[src/rtl/uart_pkg.sv]
// Shared types and legal parameter bounds for the UART transmit and receive blocks.
package uart_pkg;

  typedef enum logic [1:0] {
    PAR_NONE = 2'd0,
    PAR_ODD  = 2'd1,
    PAR_EVEN = 2'd2
  } parity_e;

  typedef enum logic [2:0] {
    IDLE,
    START,
    DATA,
    PARITY,
    STOP
  } tx_state_e;

  localparam int CLK_PER_BAUD_MIN = 2;
  localparam int DATA_BITS_MIN    = 5;
  localparam int DATA_BITS_MAX    = 9;
  localparam int STOP_BITS_MIN    = 1;
  localparam int STOP_BITS_MAX    = 2;

  // data_xor is the XOR of all payload bits; odd mode inverts it so the total count of ones is odd.
  function automatic logic parity_bit(input logic data_xor, input parity_e mode);
    return (mode == PAR_ODD) ? ~data_xor : data_xor;
  endfunction

endpackage

[src/rtl/uart_baud_tick.sv]
// Bit-period counter: tick marks the last clock of each line bit. It is shared with the receiver.
module uart_baud_tick
  import uart_pkg::*;
#(
  parameter int CLK_PER_BAUD = 4
) (
  input  logic clk,
  input  logic rst,
  input  logic restart,
  output logic tick
);

  if (CLK_PER_BAUD < CLK_PER_BAUD_MIN) begin : g_bad_clk_per_baud
    $error("uart_baud_tick: CLK_PER_BAUD must be >= 2");
  end

  localparam int CNT_W = (CLK_PER_BAUD > 1) ? $clog2(CLK_PER_BAUD) : 1;
  localparam logic [CNT_W-1:0] LAST = CNT_W'(CLK_PER_BAUD - 1);

  logic [CNT_W-1:0] cnt_q, cnt_d;

  always_comb begin
    cnt_d = cnt_q;
    if (restart || (cnt_q == LAST)) begin
      cnt_d = '0;
    end else begin
      cnt_d = cnt_q + 1'b1;
    end
  end

  always_ff @(posedge clk or negedge rst) begin
    if (!rst) begin
      cnt_q <= '0;
    end else begin
      cnt_q <= cnt_d;
    end
  end

  assign tick = (cnt_q == LAST);

endmodule

[src/rtl/uart_tx_frame.sv]
// Parametrised UART transmitter with a one-entry holding register for back-to-back frames.
// Line-break support is compiled in when UART_TX_BREAK_EN is defined.
module uart_tx_frame #(
  parameter int CLK_PER_BAUD = 4,
  parameter int DATA_BITS    = 8,
  parameter int PARITY       = 0,
  parameter int STOP_BITS    = 1
) (
  input  logic                 clk,
  input  logic                 rst,
  input  logic [DATA_BITS-1:0] tx_data,
  input  logic                 tx_valid,
  output logic                 tx_ready,
`ifdef UART_TX_BREAK_EN
  input  logic                 tx_break,
`endif
  output logic                 tx,
  output logic                 busy,
  output logic                 done
);
  import uart_pkg::*;

  if (CLK_PER_BAUD < CLK_PER_BAUD_MIN) begin : g_bad_clk_per_baud
    $error("uart_tx_frame: CLK_PER_BAUD must be >= 2");
  end
  if (DATA_BITS < DATA_BITS_MIN || DATA_BITS > DATA_BITS_MAX) begin : g_bad_data_bits
    $error("uart_tx_frame: DATA_BITS must be in 5..9");
  end
  if (PARITY < 0 || PARITY > 2) begin : g_bad_parity
    $error("uart_tx_frame: PARITY must be 0, 1 or 2");
  end
  if (STOP_BITS < STOP_BITS_MIN || STOP_BITS > STOP_BITS_MAX) begin : g_bad_stop_bits
    $error("uart_tx_frame: STOP_BITS must be 1 or 2");
  end

  localparam int IDX_W = $clog2(DATA_BITS);
  localparam logic [IDX_W-1:0] LAST_IDX = IDX_W'(DATA_BITS - 1);
  localparam logic LAST_STOP = (STOP_BITS == 2);
  localparam bit HAS_PARITY = (PARITY != 0);
  localparam parity_e PAR_MODE = (PARITY == 1) ? PAR_ODD : ((PARITY == 2) ? PAR_EVEN : PAR_NONE);

  tx_state_e            state_q, state_d;
  logic                 hold_full_q, hold_full_d;
  logic [DATA_BITS-1:0] hold_data_q, hold_data_d;
  logic [DATA_BITS-1:0] shift_q, shift_d;
  logic [IDX_W-1:0]     bit_idx_q, bit_idx_d;
  logic                 stop_idx_q, stop_idx_d;
  logic                 par_q, par_d;
  logic                 tx_q, tx_d;
  logic                 tick, restart, load, accept, idle_block;

  uart_baud_tick #(
    .CLK_PER_BAUD(CLK_PER_BAUD)
  ) u_baud (
    .clk    (clk),
    .rst    (rst),
    .restart(restart),
    .tick   (tick)
  );

`ifdef UART_TX_BREAK_EN
  // After a break is released the counter runs once more so the line idles high for a full bit.
  logic guard_q, guard_d;

  assign idle_block = tx_break || guard_q;
  assign restart    = (state_q == IDLE) && !(guard_q && !tx_break);
  assign tx_ready   = !hold_full_q && !(tx_break && (state_q == IDLE));

  always_comb begin
    guard_d = guard_q;
    if ((state_q == IDLE) && tx_break) begin
      guard_d = 1'b1;
    end else if (guard_q && tick) begin
      guard_d = 1'b0;
    end
  end

  always_ff @(posedge clk or negedge rst) begin
    if (!rst) begin
      guard_q <= 1'b0;
    end else begin
      guard_q <= guard_d;
    end
  end
`else
  assign idle_block = 1'b0;
  assign restart    = (state_q == IDLE);
  assign tx_ready   = !hold_full_q;
`endif

  assign accept = tx_valid && tx_ready;

  always_comb begin
    state_d     = state_q;
    hold_full_d = hold_full_q;
    hold_data_d = hold_data_q;
    shift_d     = shift_q;
    bit_idx_d   = bit_idx_q;
    stop_idx_d  = stop_idx_q;
    par_d       = par_q;
    load        = 1'b0;

    case (state_q)
      IDLE: begin
        if (hold_full_q && !idle_block) begin
          load = 1'b1;
        end
      end
      START: begin
        if (tick) begin
          state_d   = DATA;
          bit_idx_d = '0;
        end
      end
      DATA: begin
        if (tick) begin
          if (bit_idx_q == LAST_IDX) begin
            bit_idx_d = '0;
            if (HAS_PARITY) begin
              state_d = uart_pkg::PARITY;
            end else begin
              state_d = STOP;
            end
          end else begin
            bit_idx_d = bit_idx_q + 1'b1;
            shift_d   = shift_q >> 1;
          end
        end
      end
      uart_pkg::PARITY: begin
        if (tick) begin
          state_d = STOP;
        end
      end
      STOP: begin
        if (tick) begin
          if (stop_idx_q == LAST_STOP) begin
            stop_idx_d = 1'b0;
            if (hold_full_q && !idle_block) begin
              load = 1'b1;
            end else begin
              state_d = IDLE;
            end
          end else begin
            stop_idx_d = stop_idx_q + 1'b1;
          end
        end
      end
      default: state_d = IDLE;
    endcase

    // Loading frees the holding register, so a same-cycle accept can refill it.
    if (load) begin
      state_d     = START;
      shift_d     = hold_data_q;
      par_d       = parity_bit(^hold_data_q, PAR_MODE);
      hold_full_d = 1'b0;
    end
    if (accept) begin
      hold_full_d = 1'b1;
      hold_data_d = tx_data;
    end

    tx_d = 1'b1;
    case (state_d)
      START:            tx_d = 1'b0;
      DATA:             tx_d = shift_d[0];
      uart_pkg::PARITY: tx_d = par_d;
      default:          tx_d = 1'b1;
    endcase
`ifdef UART_TX_BREAK_EN
    if ((state_d == IDLE) && tx_break) begin
      tx_d = 1'b0;
    end
`endif
  end

  always_ff @(posedge clk or negedge rst) begin
    if (!rst) begin
      state_q     <= IDLE;
      hold_full_q <= 1'b0;
      hold_data_q <= '0;
      shift_q     <= '0;
      bit_idx_q   <= '0;
      stop_idx_q  <= 1'b0;
      par_q       <= 1'b0;
      tx_q        <= 1'b1;
    end else begin
      state_q     <= state_d;
      hold_full_q <= hold_full_d;
      hold_data_q <= hold_data_d;
      shift_q     <= shift_d;
      bit_idx_q   <= bit_idx_d;
      stop_idx_q  <= stop_idx_d;
      par_q       <= par_d;
      tx_q        <= tx_d;
    end
  end

  assign tx   = tx_q;
  assign busy = (state_q != IDLE);
  assign done = (state_q == STOP) && (stop_idx_q == LAST_STOP) && tick;

endmodule

[config.mk]
export PLATFORM = sky130hd
export DESIGN_NAME = uart_tx_frame
export DESIGN_NICKNAME = d
export VERILOG_FILES = /design/src/rtl/uart_pkg.sv /design/src/rtl/uart_baud_tick.sv /design/src/rtl/uart_tx_frame.sv
export SDC_FILE = /design/constraint.sdc
export NUM_CORES = 1
export LEC_CHECK = 0
export ABC_AREA = 0
export CORE_ASPECT_RATIO = 1.75
export CORE_MARGIN = 2
export CORE_UTILIZATION = 39
export DETAILED_ROUTE_END_ITERATION = 7
export PLACE_DENSITY_LB_ADDON = 0.25
export SLEW_MARGIN = 0
export SYNTH_ARGS = -nofsm -noshare
export SYNTH_HDL_FRONTEND = slang
export SYNTH_SLANG_ARGS = --single-unit
export TNS_END_PERCENT = 1
[constraint.sdc]
create_clock -name clk -period 3.1 [get_ports clk]
set_input_delay 0.62 -clock clk [delete_from_list [all_inputs] [get_ports clk]]
set_output_delay 0.62 -clock clk [all_outputs]
set_load 0.05 [all_outputs]
Word-level counts from Yosys, hierarchy flattened:

Index checks and enable logic that the tools add are counted.

* equality and inequality tests: 12
* mux-type cells: 27
* bitwise operators: 1
* reduce and logical (&&, ||, !) cells: 15
* add/subtract/negate cells: 3

Operator list (number)
* $mux 3: 11
* $mux 8: 4
* $pmux 3 s5: 1
* $eq 3x2->1 const B: 4
* $reduce_bool 2->1: 4
* $reduce_xor 8->1: 1
* $mux 1: 7
* $eq 3x1->1 const B: 2
* $eq 3x3->1 const B: 2
* $ne 2x2->1 const B: 3
* $pmux 3 s2: 1
* $reduce_and 3->1: 2
* $add 3x1->3 const B: 1
* $logic_and 1x1->1: 3
* $logic_not 3->1: 1
* $pmux 1 s3: 1
* $reduce_bool 3->1: 1
* $add 2x1->2 const B: 1
* $eq 2x2->1 const B: 1
* $mux 2: 1
* $pmux 1 s2: 1
* $reduce_and 2->1: 1
* $add 1x1->1 const B: 1
* $logic_not 1->1: 1
* 2 further kinds: 2

* word-level logic and storage cells: 68
* output and inout bits: 4
* register bits after elaboration: 28

Depth between registers and ports, before layout:

Gate-level depths: netlist of the first run.

* depth in word-level cells: 7
* mapped depth: 7
* mapped depth without buffers: 7

Modules after synthesis:

A second synthesis of the first run with hierarchy kept.

* cell total of the unflattened synthesis: 114
* area, all modules: 1298.7 sq um

Modules (own cells, without submodules)
* uart_tx_frame: times used 1, cells each 109, area each 1213.7 sq um, seq. area each 626.9 sq um
* uart_baud_tick: times used 1, cells each 5, area each 85.1 sq um, seq. area each 50.0 sq um

Worst setup path after synthesis of the first run:

OpenSTA, ideal clock, no wires.

* path type: reg-to-reg
* from: reg bit_idx_q[0]
* to: reg tx_q (netlist: tx)
* period minus slack after synthesis: 1.919 ns
* slack: 1.181 ns
* stages on the path, launching flop included: 8
* arrival time: 1.842 ns
* data required time: 3.023 ns
* path through: dfrtp_1 ha_1 ha_1 or4b_4 buf_6 mux2i_1 a31oi_1 a21o_1

* longest elaborated chain between the ends: 7
* elaborated cells between the ends (all ways): 13
* classes of those cells: eq/ne (4); mux (9)

RTL lines
* start, declared: RTL line uart_tx_frame.sv:46 `logic [IDX_W-1:0] bit_idx_q, bit_idx_d;`
* start signal, assigned: RTL line uart_tx_frame.sv:193 `bit_idx_q <= bit_idx_d;`
* $eq 3x3->1 *: RTL line uart_tx_frame.sv:117 `if (bit_idx_q == LAST_IDX) begin`
* $mux 3: RTL line uart_tx_frame.sv:117
* $mux 3: RTL line uart_tx_frame.sv:116 `if (tick) begin`
* $pmux 3 s5: RTL line uart_tx_frame.sv:103 `case (state_q)`
* $mux 3: RTL line uart_tx_frame.sv:153 `if (load) begin`
* $eq 3x2->1 / $eq 3x1->1 (equally long branches): RTL line uart_tx_frame.sv:165 `case (state_d)`
* $pmux 1 s3 *: RTL line uart_tx_frame.sv:165
* net tx_d: RTL line uart_tx_frame.sv:49 `logic tx_q, tx_d;`
* end signal, assigned: RTL line uart_tx_frame.sv:196 `tx_q <= tx_d;`
* end, declared: RTL line uart_tx_frame.sv:49

Mark *: on every way through the listed nets, which the timed path passes. The rest lies on a longest branch. The select of a mux whose other input is x is not followed.
A chain may end at the register's enable or synchronous reset.

Final worst setup path of the first run:

* from: reg state_q[0]
* to: out done

* longest elaborated chain between the ends: 3

RTL lines
* start, declared: RTL line uart_tx_frame.sv:42 `tx_state_e state_q, state_d;`
* start signal, assigned: RTL line uart_tx_frame.sv:189 `state_q <= state_d;`
* $eq 3x3->1: RTL line uart_tx_frame.sv:202 `assign done = (state_q == STOP) && (stop_idx_q == LAST_STOP) && tick;`
* $logic_and 1x1->1 (2 in series): RTL line uart_tx_frame.sv:202
* end, declared: RTL line uart_tx_frame.sv:19 `output logic done`

Every way passes these cells.

==> results of run 1 <==
-- sequential cells by signal, indices dropped and copies added (netlist names) --
register and count:
tx 1, hold_data_q 8, bit_idx_q 3, par_q 1
hold_full_q 1, state_q 3, shift_q 8, u_baud.cnt_q 2
-- layer usage --
| metal | vias to the layer above | track usage, % |
|---|---|---|
| met4 | 0 | 5.000 |
| met5 | - | 0 |
| met2 | 15 | 22.30 |
| met1 | 400 | 15.69 |
| met3 | 2 | 2.262 |
| li1 | 418 | - |
-- power breakdown --
part | internal, mW | leakage, nW | switching (mW)
Combinational | 0.351 | 0.329 | 0.325
Sequential | 0.526 | 0.315 | 0.140
Clock | 0.0899 | 0.0255 | 0.104
Total | 0.967 | 0.669 | 0.569
-- cell families after synthesis --
kind of cell | after synthesis | share of synthesized area, %
fa+ha+maj | 3 | 2.921
flops | 27 | 52.68
xor+xnor | 7 | 4.771
buf+inv | 9 | 3.894
mux | 14 | 11.59
compound gates | 23 | 11.78
simple gates | 29 | 12.37
-- worst max path at each step --
stage,to,slack (ns),cells past startpoint
after floorplan,tx,1.18,7
after global placement,busy,0.86,3
after detailed placement,done,0.82,3
after CTS,done,0.51,3
after global routing,done,0.40,3
final,done,0.52,3
-- cell type report --
cell class	count	area share [%]
inverter	3	0.7538
sequential	27	45.31
clock inverter	1	0.3350
clock buffer	3	2.764
tap	43	3.601
timing repair buffer	15	9.883
multi-input combinational	76	37.35
-- layout by cell type (no fill, tap or decap), drive strengths merged --
cell and n:
dfrtp 26, clkdlybuf4s50 14, nor2 10, a21oi 8, mux2i 7, xnor2 7, mux2 7, a22o 5
o21ai 4, nand2 4, inv 3, ha 3, clkbuf 3, nand2b 3, nor3 2, or2 2
nand3 2, nor3b 2, a21o 2, o211a 1, or4b 1, o32ai 1, a31oi 1, and3 1
nor4 1, nor2b 1, o21a 1, clkinv 1, buf 1, dfstp 1
==> impl_metrics.csv, run 1 <==
group,metric,value,unit
outcome,status,"completed",
global_routing,antenna_found_initial,0,
setup_path,cp_top_family,"buffers and inverters",
cells_and_area,fin_util,47.55,%
timing,fmax,387.3,MHz
logic_synthesis,synthTopCellsByCount,"26 x dfrtp_1, 10 x nor2_1, 8 x a21oi_1",
placement,dpl_worst_slack,0.8158,ns
detailed_routing,wire_per_inst,12.65,um
logic_synthesis,synth_edf_count,0,
placement,dp_hpwl,1650,um
logic_synthesis,syn_avg_cell_area,11.47,sq um
clocking,insertion_delay,0.27,ns
cells_and_area,seq_area,676.9,sq um
detailed_routing,wl_met1,880,um
setup_path,rr_startpoint,"bit_idx_q[0]",
detailed_routing,met3_length,62,um
setup_path,cp-start-kind,"register",
logic_synthesis,syn_nets,126,
cells_and_area,drive_gt1_share,13.60,%
logic_synthesis,synth_flop_cell,"dfrtp_1",
setup_path,cp-end-kind,"output port",
setup_path,crit_type,"reg2out",
timing,setup_tns,0,ns
cells_and_area,multi_input_area,558.0,sq um
logic_synthesis,synth.most_common_cell,"dfrtp_1",
timing,finClkSkew,0.002124,ns
hold_path,hold_depth,1,
floorplan,std_cell_rows,27,
timing,finalWorstSetupSlack,0.5179,ns
setup_path,crit_slowest_cell,"clkdlybuf4s50_1",
clocking,cts_buffer_depth,2,
cells_and_area,fillers,293,
placement,place_inst,164,
clocking,cts.clk_slew.worst_paths,0.09,ns
global_routing,grt_pass1_vias,827,
floorplan,fp.dieW,47.39,um
detailed_routing,dr.max_layer_used,"met4",
clocking,cts_buffers,3,
placement,gp_congestion,0.7878,
setup_path,critPathMaxFanout,13,
setup_path,worstSetupStartpoint,"state_q[0]",
detailed_routing,drt_iter0_markers,8,
setup_path,path_buf_inv,1,
hold_path,min_to,"u_baud.cnt_q[0]",
timing,rsz0062_at_grt,"false",
logic_synthesis,synth_area_leaders,"dfrtp_1 51%, mux2_2 6.1%, mux2i_1 5.5%",
timing,hold_slack,0.4483,ns
cells_and_area,final_cells,168,
detailed_routing,finalWirelength,2125,um
hold_path,worstHoldPathType,"reg2reg",
placement,post_dp_cell_area,0.001448,sq mm
timing,period_minus_slack,2.582,ns
logic_synthesis,yosysTopAreaCell,"dfrtp_1",
floorplan,io_pins,15,
cells_and_area,layout.nets,140,
cells_and_area,syn_to_final_growth,16.26,%
timing,finalCritPeriodShare,83.29,%
timing,setup_viol,0,
clocking,cts_tree,"yes",
global_routing,grt_first_pass_wirelength,3581,um
logic_synthesis,yosysUniqueCellTypes,30,
clocking,cts_num_sinks,27,
logic_synthesis,synth.yosys.warnings,0,
setup_path,timing.rr.end,"tx",
setup_path,slowest_delay,0.79,ns
timing,slew_headroom,52.59,%
detailed_routing,wl_met2,1161,um
detailed_routing,vias,835,
setup_path,cp.required,2.48,ns
clocking,cts_max_level,1,
timing,hold_viol_final,0,
power_and_ir_drop,power.density,1028,mW/mm^2
clocking,clockRootBuffer,"clkbuf_8",
setup_path,crit_chain,"nor2_1, and3_1, clkdlybuf4s50_1",
floorplan,core_area,0.003142,sq mm
logic_synthesis,synthArstFlopShare,100.0,%
logic_synthesis,synth_top_area_share,50.63,%
logic_synthesis,ys_seq_elements,27,
global_routing,grtUsageTotal,13.16,%
logic_synthesis,yosysSeqAreaShare,52.68,%
power_and_ir_drop,p_total,1.536,mW
floorplan,die_y,79.94,um
logic_synthesis,synth_cells,112,
cells_and_area,diodes,0,
detailed_routing,via_per_inst,4.970,
power_and_ir_drop,leakagePower,0.6688,nW
clocking,postCtsSetupRepairBufs,0,
global_routing,grt_max_degree,28,
logic_synthesis,syn_area,0.001285,sq mm
setup_path,rrSetupSlack,1.03,ns
setup_path,ff2ff_path_depth,6,
power_and_ir_drop,vdd_drop_max,0.5093,mV
detailed_routing,route.detailed.drc,0,
placement,io_buffers,14,
setup_path,arrival,1.96,ns
cells_and_area,stdcell_area,0.001494,sq mm
floorplan,die_area,0.003788,sq mm
timing,worst_slew_pin_slew,0.7092,ns
clocking,hold_buffers,0,
clocking,post_cts_resized,0,
detailed_routing,first_pass_iters,3,
global_routing,overflow,0,
floorplan,initial_core_util,40.90,%
timing,finalMaxSlewViolations,0,
detailed_routing,drt.antenna.violating_nets,0,
run,drv_cap,0,
hold_path,min_from,"u_baud.cnt_q[0]",
(Power assumes the default switching activity.)
==> run 2: changes to the inputs <==
Clock period 3.1 ns to 2.1 ns, I/O delays scaled along.
==> impl_metrics.csv, run 2 (synthesized netlist as in run 1, its figures left out) <==
group,metric,value,unit
outcome,status,"completed",
timing,fmax,494.5,MHz
setup_path,rrSetupSlack,0.11,ns
clocking,hold_buffers,0,
run,drv_cap,0,
cells_and_area,diodes,0,
setup_path,cp-start-kind,"register",
detailed_routing,finalWirelength,2197,um
setup_path,arrival,1.60,ns
floorplan,std_cell_rows,27,
cells_and_area,fillers,313,
cells_and_area,largestRegisters,"hold_data_q x8, shift_q x8",
power_and_ir_drop,leakagePower,0.6874,nW
power_and_ir_drop,swShare,37.18,%
hold_path,min_to,"u_baud.cnt_q[0]",
global_routing,grt_max_degree,28,
timing,hold_viol_final,0,
power_and_ir_drop,p_seq_share,43.1,%
detailed_routing,wire_per_inst,12.85,um
global_routing,grt_first_pass_wirelength,3891,um
timing,setup_viol,0,
cells_and_area,layout_common_cells,"26 x dfrtp_1, 12 x clkdlybuf4s50_1, 10 x nor2_1, 8 x a21oi_1",
detailed_routing,drt_iter0_markers,18,
clocking,postCtsSetupRepairBufs,0,
clocking,clockRootBuffer,"clkbuf_8",
cells_and_area,syn_to_final_growth,18.60,%
cells_and_area,final_common_cell,"dfrtp_1",
global_routing,antenna_found_initial,0,
power_and_ir_drop,p_int,1.439,mW
cells_and_area,drive_gt1_share,17.19,%
floorplan,core_area,0.003142,sq mm
placement,gp_congestion,0.8354,
setup_path,cp.required,1.68,ns
timing,slew_headroom,67.15,%
global_routing,grt_pass1_vias,949,
setup_path,rr_startpoint,"bit_idx_q[0]",
setup_path,crit_slowest_cell,"clkdlybuf4s50_1",
power_and_ir_drop,power.density,1503,mW/mm^2
setup_path,path_buf_inv,2,
global_routing,grtUsageTotal,14.09,%
power_and_ir_drop,vdd_drop_max,0.6610,mV
detailed_routing,route.detailed.drc,0,
timing,worst_slew_pin_slew,0.4912,ns
placement,dpl_worst_slack,0.1211,ns
setup_path,critPathMaxFanout,4,
floorplan,die_area,0.003788,sq mm
placement,io_buffers,14,
clocking,cts_num_sinks,27,
hold_path,hold_depth,1,
floorplan,fp.dieW,47.39,um
clocking,cts_tree,"yes",
timing,finalCritPeriodShare,96.29,%
timing,setup_tns,0,ns
timing,hold_slack,0.4494,ns
clocking,cts_buffers,3,
timing,finalWorstSetupSlack,0.07793,ns
clocking,cts_buffer_depth,2,
setup_path,ff2ff_path_depth,6,
clocking,post_cts_resized,0,
timing,finClkSkew,0.004599,ns
floorplan,die_y,79.94,um
detailed_routing,first_pass_iters,4,
floorplan,initial_core_util,40.90,%
power_and_ir_drop,p_sw,851.3,uW
global_routing,overflow,0,
power_and_ir_drop,p_total,2.290,mW
setup_path,timing.rr.end,"tx",
setup_path,cp-end-kind,"output port",
cells_and_area,final_cells,171,
setup_path,crit_chain,"inv_1, clkdlybuf4s50_1",
setup_path,slowest_delay,0.80,ns
floorplan,io_pins,15,
setup_path,crit_type,"reg2out",
hold_path,worstHoldPathType,"reg2reg",
timing,period_minus_slack,2.022,ns
detailed_routing,drt.antenna.violating_nets,0,
clocking,insertion_delay,0.27,ns
placement,dp_hpwl,1681,um
detailed_routing,via_per_inst,5.006,
power_and_ir_drop,p_clk_share,12.4,%
hold_path,min_from,"u_baud.cnt_q[0]",
timing,finalMaxSlewViolations,0,
detailed_routing,vias,856,
clocking,cts_max_level,1,
cells_and_area,layout.nets,143,
clocking,cts.clk_slew.worst_paths,0.09,ns
setup_path,cp_top_family,"buffers and inverters",
placement,place_inst,167,
timing,rsz0062_at_grt,"false",
power_and_ir_drop,p_comb_share,44.5,%
run 2: layout make-up:
class	instances	area, sq um	share of cell area, %
clock buffers	3	41.29	2.709
clock inverters	1	5.005	0.3284
inverters	3	11.26	0.7389
multi-input cells	76	558.0	36.62
flip-flops and latches	27	676.9	44.42
well taps	43	53.80	3.530
repair buffers	18	177.7	11.66
run 2: worst max path at each step:
stage | startpoint | endpoint | slack (ns) | depth (start not counted)
detailed placement | bit_idx_q[0] | tx | 0.12 | 6
global placement | bit_idx_q[0] | tx | 0.18 | 6
finish | hold_full_q | tx_ready | 0.08 | 2
floorplan | bit_idx_q[0] | tx | 0.18 | 7
CTS | hold_full_q | tx_ready | 0.06 | 2
global route | hold_full_q | tx_ready | 0.006 | 2
run 2: per-layer routing:
layer,vias to the layer above,wire [um],global-route usage [%]
li1,424,-,-
met1,411,855,14.66
met2,19,1251,25.81
met3,2,72,2.715
met4,0,17,5.000
met5,-,0,0
run 2: power by group through the flow:
stage	Clock, mW	Combinational, mW	Sequential (mW)
floorplan	0	0.847	0.944
global placement	0	1.00	0.987
detailed placement	0	1.03	0.999
CTS	0.302	1.03	0.989
global route	0.324	1.15	1.02
finish	0.285	1.02	0.986
run 2: worst register-to-register path, cell delays in order (launching register included):
cell and delay (ns):
dfrtp_1 0.42, ha_1 0.22, ha_1 0.22, or4b_4 0.58
mux2i_1 0.22, a31oi_1 0.11, a21o_1 0.16
run 2: stage by stage:
stage | area (sq um) | utilization [%]
3_3_place_gp | 1478 | 47.03
3_5_place_dp | 1478 | 47.03
5_1_grt | 1524 | 48.51
6_report | 1524 | 48.51
4_1_cts | 1524 | 48.51
2_1_floorplan | 1285 | -
